`src/rtl/clk_div_pkg.sv`:
```
// clk_div_pkg: shared constants for the programmable clock dividers.
// Half-period values (HP = half period in clk_25M cycles, minus one) for the
// common divided rates derived from the 25 MHz system clock, plus a helper
// that packs four channel half-periods into the DEF_HP parameter layout.
package clk_div_pkg;

  localparam int HP_W = 26;

  localparam logic [HP_W-1:0] HP_12M5  = 26'd0;
  localparam logic [HP_W-1:0] HP_100K  = 26'd124;
  localparam logic [HP_W-1:0] HP_10K   = 26'd1249;
  localparam logic [HP_W-1:0] HP_1K    = 26'd12499;
  localparam logic [HP_W-1:0] HP_200HZ = 26'd62499;
  localparam logic [HP_W-1:0] HP_100HZ = 26'd124999;
  localparam logic [HP_W-1:0] HP_2HZ   = 26'd6249999;
  localparam logic [HP_W-1:0] HP_1HZ   = 26'd12499999;

  // Channel 0 lands in the least significant slice, matching [i*CW +: CW].
  function automatic logic [4*HP_W-1:0] pack_def_hp(
    input logic [HP_W-1:0] hp3,
    input logic [HP_W-1:0] hp2,
    input logic [HP_W-1:0] hp1,
    input logic [HP_W-1:0] hp0
  );
    return {hp3, hp2, hp1, hp0};
  endfunction

endpackage

```
`src/rtl/clk_div_chan.sv`:
```
// clk_div_chan: one divider channel.
// Ports:
//   clk_25M  system clock
//   reset    asynchronous active-low reset
//   en       registered channel enable
//   resync   restart strobe, loads pending half-period and zeroes the phase
//   wr       write strobe addressed to this channel
//   wr_hp    new half-period value (HP)
//   clk_out  divided square wave
//   tick     one-cycle strobe on clk_out rising edge
//   pend     written half-period not yet in effect
module clk_div_chan
  import clk_div_pkg::*;
#(
  parameter int              CW     = HP_W,
  parameter logic [CW-1:0]   DEF_HP = '0
) (
  input  logic          clk_25M,
  input  logic          reset,
  input  logic          en,
  input  logic          resync,
  input  logic          wr,
  input  logic [CW-1:0] wr_hp,
  output logic          clk_out,
  output logic          tick,
  output logic          pend
);

  logic [CW-1:0] cnt;
  logic [CW-1:0] active_hp;
  logic [CW-1:0] pending_hp;
  logic          wrap;

  // >= rather than == lets a count left above a smaller HP recover at once.
  assign wrap = (cnt >= active_hp);

  // Counter, toggle and half-period registers. The active half-period only
  // changes when a full period ends (wrap while high), on disable or on
  // resync, so no half-cycle is ever shortened or stretched. A write landing
  // on the same edge as a period-end wrap stays pending for the next period.
  always_ff @(posedge clk_25M or negedge reset) begin
    if (!reset) begin
      cnt        <= '0;
      clk_out    <= 1'b0;
      tick       <= 1'b0;
      pend       <= 1'b0;
      active_hp  <= DEF_HP;
      pending_hp <= DEF_HP;
    end else if (resync) begin
      cnt     <= '0;
      clk_out <= 1'b0;
      tick    <= 1'b0;
      pend    <= 1'b0;
      if (wr) begin
        active_hp  <= wr_hp;
        pending_hp <= wr_hp;
      end else begin
        active_hp  <= pending_hp;
      end
    end else begin
      if (!en) begin
        cnt       <= '0;
        clk_out   <= 1'b0;
        tick      <= 1'b0;
        active_hp <= pending_hp;
        pend      <= 1'b0;
      end else if (wrap) begin
        cnt     <= '0;
        clk_out <= ~clk_out;
        tick    <= ~clk_out;
        if (clk_out) begin
          active_hp <= pending_hp;
          pend      <= 1'b0;
        end
      end else begin
        cnt  <= cnt + CW'(1);
        tick <= 1'b0;
      end
      if (wr) begin
        pending_hp <= wr_hp;
        pend       <= 1'b1;
      end
    end
  end

endmodule

```
`src/rtl/clk_div_prog.sv`:
```
// clk_div_prog: multi-channel programmable clock divider / tick generator.
// Ports:
//   clk_25M  system clock, 25 MHz
//   reset    asynchronous active-low reset
//   wr_en    write strobe for a channel half-period
//   wr_ch    channel addressed by the write (ignored when >= NCH)
//   wr_hp    new half-period value minus one
//   en_wr    strobe loading en_val into the enable bits
//   en_val   per-channel enable value
//   resync   restart all channels phase-aligned
//   clk_out  divided square waves
//   tick     one-cycle strobe per clk_out rising edge
//   pend     per-channel written value not yet in effect
module clk_div_prog
  import clk_div_pkg::*;
#(
  parameter int                  NCH    = 4,
  parameter int                  CW     = HP_W,
  parameter int                  CHW    = 2,
  parameter logic [NCH*CW-1:0]   DEF_HP = pack_def_hp(HP_1HZ, HP_1K, HP_10K, HP_100K),
  parameter logic [NCH-1:0]      DEF_EN = '1
) (
  input  logic           clk_25M,
  input  logic           reset,
  input  logic           wr_en,
  input  logic [CHW-1:0] wr_ch,
  input  logic [CW-1:0]  wr_hp,
  input  logic           en_wr,
  input  logic [NCH-1:0] en_val,
  input  logic           resync,
  output logic [NCH-1:0] clk_out,
  output logic [NCH-1:0] tick,
  output logic [NCH-1:0] pend
);

  logic [NCH-1:0] en_q;

  // Enable bits; channels react to the registered value on the next edge.
  always_ff @(posedge clk_25M or negedge reset) begin
    if (!reset) begin
      en_q <= DEF_EN;
    end else if (en_wr) begin
      en_q <= en_val;
    end
  end

  // One channel per output bit. A wr_ch at or above NCH matches no channel,
  // so such writes fall away without touching any state.
  for (genvar i = 0; i < NCH; i++) begin : g_chan
    logic wr_sel;

    assign wr_sel = wr_en && (wr_ch == CHW'(i));

    clk_div_chan #(
      .CW     (CW),
      .DEF_HP (DEF_HP[i*CW +: CW])
    ) u_chan (
      .clk_25M (clk_25M),
      .reset   (reset),
      .en      (en_q[i]),
      .resync  (resync),
      .wr      (wr_sel),
      .wr_hp   (wr_hp),
      .clk_out (clk_out[i]),
      .tick    (tick[i]),
      .pend    (pend[i])
    );
  end

endmodule
```
`config.mk`:
```
export PLATFORM = sky130hd
export DESIGN_NAME = clk_div_prog
export DESIGN_NICKNAME = d
export VERILOG_FILES = /design/src/rtl/clk_div_pkg.sv /design/src/rtl/clk_div_chan.sv /design/src/rtl/clk_div_prog.sv
export SDC_FILE = /design/constraint.sdc
export NUM_CORES = 1
export LEC_CHECK = 0
export BUFFER_PORTS_ARGS = -buffer_cell sky130_fd_sc_hd__buf_2
export CAP_MARGIN = 20
export CORE_UTILIZATION = 60
export CTS_CLUSTER_SIZE = 8
export DETAILED_ROUTE_END_ITERATION = 6
export HOLD_SLACK_MARGIN = 0.1
export MAX_ROUTING_LAYER = met4
export PLACE_DENSITY = 0.77
export SYNTH_ARGS = -nofsm -noshare
export SYNTH_HDL_FRONTEND = slang
export SYNTH_HIERARCHICAL = 1
export SYNTH_SLANG_ARGS = --single-unit
```
`constraint.sdc`:
```
create_clock -name clk_25M -period 5.9 [get_ports clk_25M]
set_clock_uncertainty 0.15 [all_clocks]
set_input_delay 0.885 -clock clk_25M [delete_from_list [all_inputs] [get_ports clk_25M]]
set_output_delay 0.885 -clock clk_25M [all_outputs]
set_load 0.02 [all_outputs]
```
# Word-level counts from Yosys, hierarchy flattened
# Cells that the tools add are included.
[totals]
regBits = 328
latch_bits = 0
mem_bits_rw = 0
mem_bits_ro = 0
inputBits = 37
out_inout_bits = 12
wordCells = 145
memories = 0
[op_classes]
n_addsub = 4
mul = 0
div = 0
n_lt_le_gt_ge = 4
eq_ne = 19
shifts = 0
n_mux = 76
n_bitwise = 4
reduce_logical = 13
[ops]
columns = ["op", "count"]
rows = [
  ["26-bit 2-to-1 mux", 32],
  ["26-bit by 1-bit adder with 26-bit output (second input constant)", 4],
  ["26-bit greater-or-equal comparator", 4],
  ["1-bit 2-to-1 mux", 44],
  ["4-bit by 2-bit inequality test with 1-bit output (second input constant)", 8],
  ["3-bit by 2-bit inequality test with 1-bit output (second input constant)", 8],
  ["2-bit AND reduction", 8],
  ["2-bit equality test (second input constant)", 2],
  ["1-bit logical AND", 4],
  ["1-bit NOT", 4],
  ["2-bit by 1-bit equality test with 1-bit output (second input constant)", 1],
  ["2-bit zero test", 1],
]

# Depth between registers and ports, before layout
[depth]
ltp_word = 5
depth_mapped = 10
ltp_nobuf = 8

# Hierarchy
# Netlist, hierarchy kept.
[by_module_without_submodules]
columns = ["module", "instances", "cells_per_inst", "area_each_um2", "seq_area_each_um2"]
rows = [
  ["clk_div_chan (g_chan[0].u_chan ...)", 2, 579, 5153.7, 2039.5],
  ["clk_div_chan (g_chan[3].u_chan)", 1, 579, 5181.2, 2067.0],
  ["clk_div_chan (g_chan[2].u_chan)", 1, 579, 5158.7, 2044.5],
  ["clk_div_prog", 1, 12, 181.4, 105.1],
]

# Worst setup path after synthesis
# Ideal clock, no wire load.
[synth_path]
path_kind = "in2reg"
startpoint = "input wr_ch[0]"
endpoint = "register g_chan[0].u_chan.active_hp[12]"
setup_time_ps = 138
arrival_time_ps = 2327
path_slack_ps = 3285
path_stages = 9
path_cell_list = "nor3b_1 buf_2 buf_2 mux2i_1 a21oi_1 nand2_1 a31oi_1 a41oi_1 o211ai_1"
[synth_via]
elab_chain_cells = 4
[synth_lines]
columns = ["item", "line_no", "source"]
rows = [
  ["from (decl)", "clk_div_prog.sv:26", "input logic [CHW-1:0] wr_ch,"],
  ["2-bit zero test", "clk_div_prog.sv:52", "assign wr_sel = wr_en && (wr_ch == CHW'(i));"],
  ["1-bit logical AND", "clk_div_prog.sv:52", ""],
  ["26-bit 2-to-1 mux", "n/a", ""],
  ["26-bit 2-to-1 mux", "clk_div_chan.sv:49", "end else if (resync) begin"],
  ["to (signal assigned)", "clk_div_chan.sv:55", "active_hp <= wr_hp;"],
  ["to (signal assigned)", "clk_div_chan.sv:58", "active_hp <= pending_hp;"],
  ["to (signal assigned)", "clk_div_chan.sv:65", "active_hp <= pending_hp;"],
  ["to (decl)", "clk_div_chan.sv:30", "logic [CW-1:0] active_hp;"],
]
# Every way passes these cells.
# A chain may end at the register's enable or synchronous reset.

# Worst setup path in the final report
[layout_path]
startpoint = "register g_chan[2].u_chan.active_hp[13]"
endpoint = "register g_chan[2].u_chan.clk_out"
[layout_via]
elab_chain_cells = 2
[layout_lines]
columns = ["item", "line_no", "source"]
rows = [
  ["from (decl)", "clk_div_chan.sv:30", ""],
  ["from (signal assigned)", "clk_div_chan.sv:55", ""],
  ["from (signal assigned)", "clk_div_chan.sv:58", ""],
  ["from (signal assigned)", "clk_div_chan.sv:65", ""],
  ["26-bit greater-or-equal comparator", "clk_div_chan.sv:35", "assign wrap = (cnt >= active_hp);"],
  ["3-bit by 2-bit inequality test with 1-bit output (no source line)", "n/a", ""],
  ["to (signal assigned)", "clk_div_chan.sv:69", "clk_out <= ~clk_out;"],
  ["to (decl)", "clk_div_chan.sv:24", "output logic clk_out,"],
]
# Every way passes these cells.

==> results.toml <==
[route]
wire_per_inst_microns = 18.84
routed_via_density = 6.309
drt_iter0_markers = 1332
postRouteAntennaNets = 0
first_pass_iters = 5
routed_wl_microns = 52360
num_vias = 17530
drc = 0

[floorplanning]
die_y_microns = 188.3
die_area_sq_um = 35460
initial_utilization = 0.6150
ios = 49
num_rows = 67
coreArea_sq_um = 33870
fp.dieW_microns = 188.3

[place]
hpwl_microns = 33780
portBuffers = 48
gp_congestion = 0.8346

[setup_path]
cp-end-kind = "flip-flop"
r2r_cells = 9
cp.arrival_ns = 3.49
max_stage_delay_ns = 0.52
crit_chain = "inv_1, ha_1, a21oi_1, o21ai_1, a221oi_4, buf_4, and3_4, a211oi_2, nand2b_1"
worstSetupPathType = "flip-flop to flip-flop"
required_ns = 6.21
start_kind = "flip-flop"
path_max_fanout = 29
critPathSlowestCell = "dfstp_2"

[synth]
synth.most_common_cell = "dfrtp_1"
yosysTopAreaCell = "dfrtp_1"
synth_top_cells_by_area = "dfrtp_1 (31%), dfstp_2 (8.8%), ha_1 (6.5%), a21oi_1 (5.8%), mux2i_1 (5.0%)"
synth_edf_count = 0
ys_async_sr_fraction = 1.000
synth_cells = 2328
ys_top_cells_by_count = "dfrtp_1 (258), a21oi_1 (240), nor2_1 (228)"
synth_ff_type = "dfrtp_1"
yosysSeqAreaShare = 0.3983
ys_ff_latch = 328
ys_types = 48
netlist_area_sq_um = 20830
synth_area_per_cell_sq_um = 8.947
syn_nets = 2473
yosys.area.top_type_share = 0.3100
yosys_warnings = 6

[finish]
nets = 2440
drive_gt1_frac = 0.1274
diodes = 0
nFillCells = 2703
area_growth_pct = 8.572
regArea_sq_um = 8295
multi_input_area_sq_um = 11050

[clock_network]
clock_latency_ns = 0.57
cts_sinks = 328
post-cts-setup-buffer-count = 0
root_buffer = "clkbuf_16"
clockBufferDepth = 3
cts_resized = 0
cts.htree.levels = 2
cts_buffers = 46
cts_tree = "done"
cts_hold_buf = 0
clk_pin_slew_ns = 0.06

[power_and_ir_drop]
power_density_nw_per_um2 = 288.4
leakage_nw = 9.369
ir_drop_uv = 245.1
p_sw_mw = 1.974
pwr-share-seq = 0.430
swShare = 0.3026
pwr-share-comb = 0.187
p_clk_frac = 0.383
internal_power_mw = 4.548

[global_routing]
antenna_found_initial = 0
overflow = 0
grt_max_degree = 172
grt_use_total = 0.3068
grt_pass1_vias = 17120
grt_pass1_wl_microns = 86420

[sta]
setup_viol = 0
holdWs_ns = 0.2159
fmax_mhz = 314.3
setup_tns_ns = 0
period_minus_slack_ns = 3.181
rsz0062_at_grt = "false"
finalMaxSlewViolations = 0
hold_viol_final = 0
timing.final.crit_share = 0.5392
relSlewSlack = 0.2950
worstMarginPinSlew_ns = 1.057

[outcome]
status = "completed"

[min_path]
min_path_type = "primary input to asynchronous set/reset pin"

[flow_run]
max_cap_violations = 0
==> cell families (layout without fill, tap and decap cells) <==
family          count (synthesis)  in the layout  synth area share
buf+inv                       384            387           0.07473
simple gates                  684            684            0.1555
xor+xnor                       96             96           0.04037
mux                           108            108           0.05214
compound gates                620            620            0.2141
flops                         328            328            0.3983
fa+ha+maj                     108            108           0.06488
==> power by group through the flow <==
stage	Clock, mW	Combinational (mW)	Sequential (mW)
2_1_floorplan	0	0.885	2.79
3_3_place_gp	0	1.14	2.82
3_5_place_dp	0	1.20	2.84
4_1_cts	2.54	1.21	2.80
5_1_grt	2.63	1.37	2.84
6_report	2.50	1.22	2.81
==> stage by stage <==
stage / cells / util / setup WS [ns] / power (mW) / cell area, sq um
finish: 2779 / 0.6677 / 2.719 / 6.522 / 22610
floorplan: 2328 / - / 3.285 / 3.676 / 20830
CTS: 2779 / 0.6677 / 2.767 / 6.550 / 22610
detailed placement: 2695 / 0.6282 / 2.574 / 4.036 / 21280
global route: 2779 / 0.6677 / 2.614 / 6.846 / 22610
global placement: 2695 / 0.6282 / 2.649 / 3.953 / 21280
==> cell usage in the layout, fill, tap and decap left out, types with 8 or more instances in the layout <==
master     instances
mux2i_1          104
o21ai_0            8
clkbuf_16         46
o21bai_1           8
clkbuf_1          35
dfrtp_1          258
a41oi_2           40
o211ai_1         104
nor2b_1            8
and4_1             8
buf_2             46
a21oi_1          240
and3_1            25
nand4_1           36
buf_4             33
nand2_1          160
nand3_1           48
xor2_1            52
a41oi_1           64
nor2_1           228
nor4_2             8
a31oi_1          108
nor3_1           120
inv_1            220
dfstp_2           70
xnor2_1           44
nand2b_1           8
ha_1             108
==> flip-flops by register name, indices dropped and copies added, names as in the netlist <==
signal                    flops
en_q                          4
g_chan.u_chan/active_hp     104
g_chan.u_chan/clk_out         4
g_chan.u_chan/cnt           104
g_chan.u_chan/pend            4
g_chan.u_chan/pending_hp    104
g_chan.u_chan/tick            4
==> area by class of cell <==
| cell class | instances | area share |
|---|---|---|
| Inverter | 220 | 0.03652 |
| Tap cell | 448 | 0.02479 |
| Clock buffer | 81 | 0.05671 |
| Timing Repair Buffer | 83 | 0.02407 |
| Clock inverter | 3 | 0.002490 |
| Sequential cell | 328 | 0.3668 |
| Multi-Input combinational cell | 1616 | 0.4886 |
==> critical path: cells and delay by family (launching register included) <==
kind / cells / cell delay [ns]
buf+inv: 2 / 0.40
simple gates: 2 / 0.68
fa+ha+maj: 1 / 0.30
flops: 1 / 0.52
compound gates: 4 / 1.00
==> layer usage <==
metal | part of all wire | vias up | GRT usage
met5 | 0 | - | -
met4 | 0.040 | 0 | 0.1284
met3 | 0.062 | 128 | 0.04098
met2 | 0.46 | 591 | 0.4752
met1 | 0.43 | 8493 | 0.4068
li1 | - | 8320 | -
==> final timing paths <==
path | startpoint | end | slack [ns]
hold reg to reg | g_chan[0].u_chan/pending_hp[9] | g_chan[0].u_chan/pending_hp[9] | 0.36
hold / removal | reset | g_chan[2].u_chan/cnt[9] | 0.22
setup reg to reg | g_chan[2].u_chan/active_hp[13] | g_chan[2].u_chan/clk_out | 2.72
max in group asynchronous | reset | g_chan[2].u_chan/pending_hp[2] | 4.51
setup / recovery | g_chan[2].u_chan/active_hp[13] | g_chan[2].u_chan/clk_out | 2.72
min in group clk_25M | g_chan[0].u_chan/pending_hp[9] | g_chan[0].u_chan/pending_hp[9] | 0.36
No activity file was read; power rests on OpenSTA's default activity.
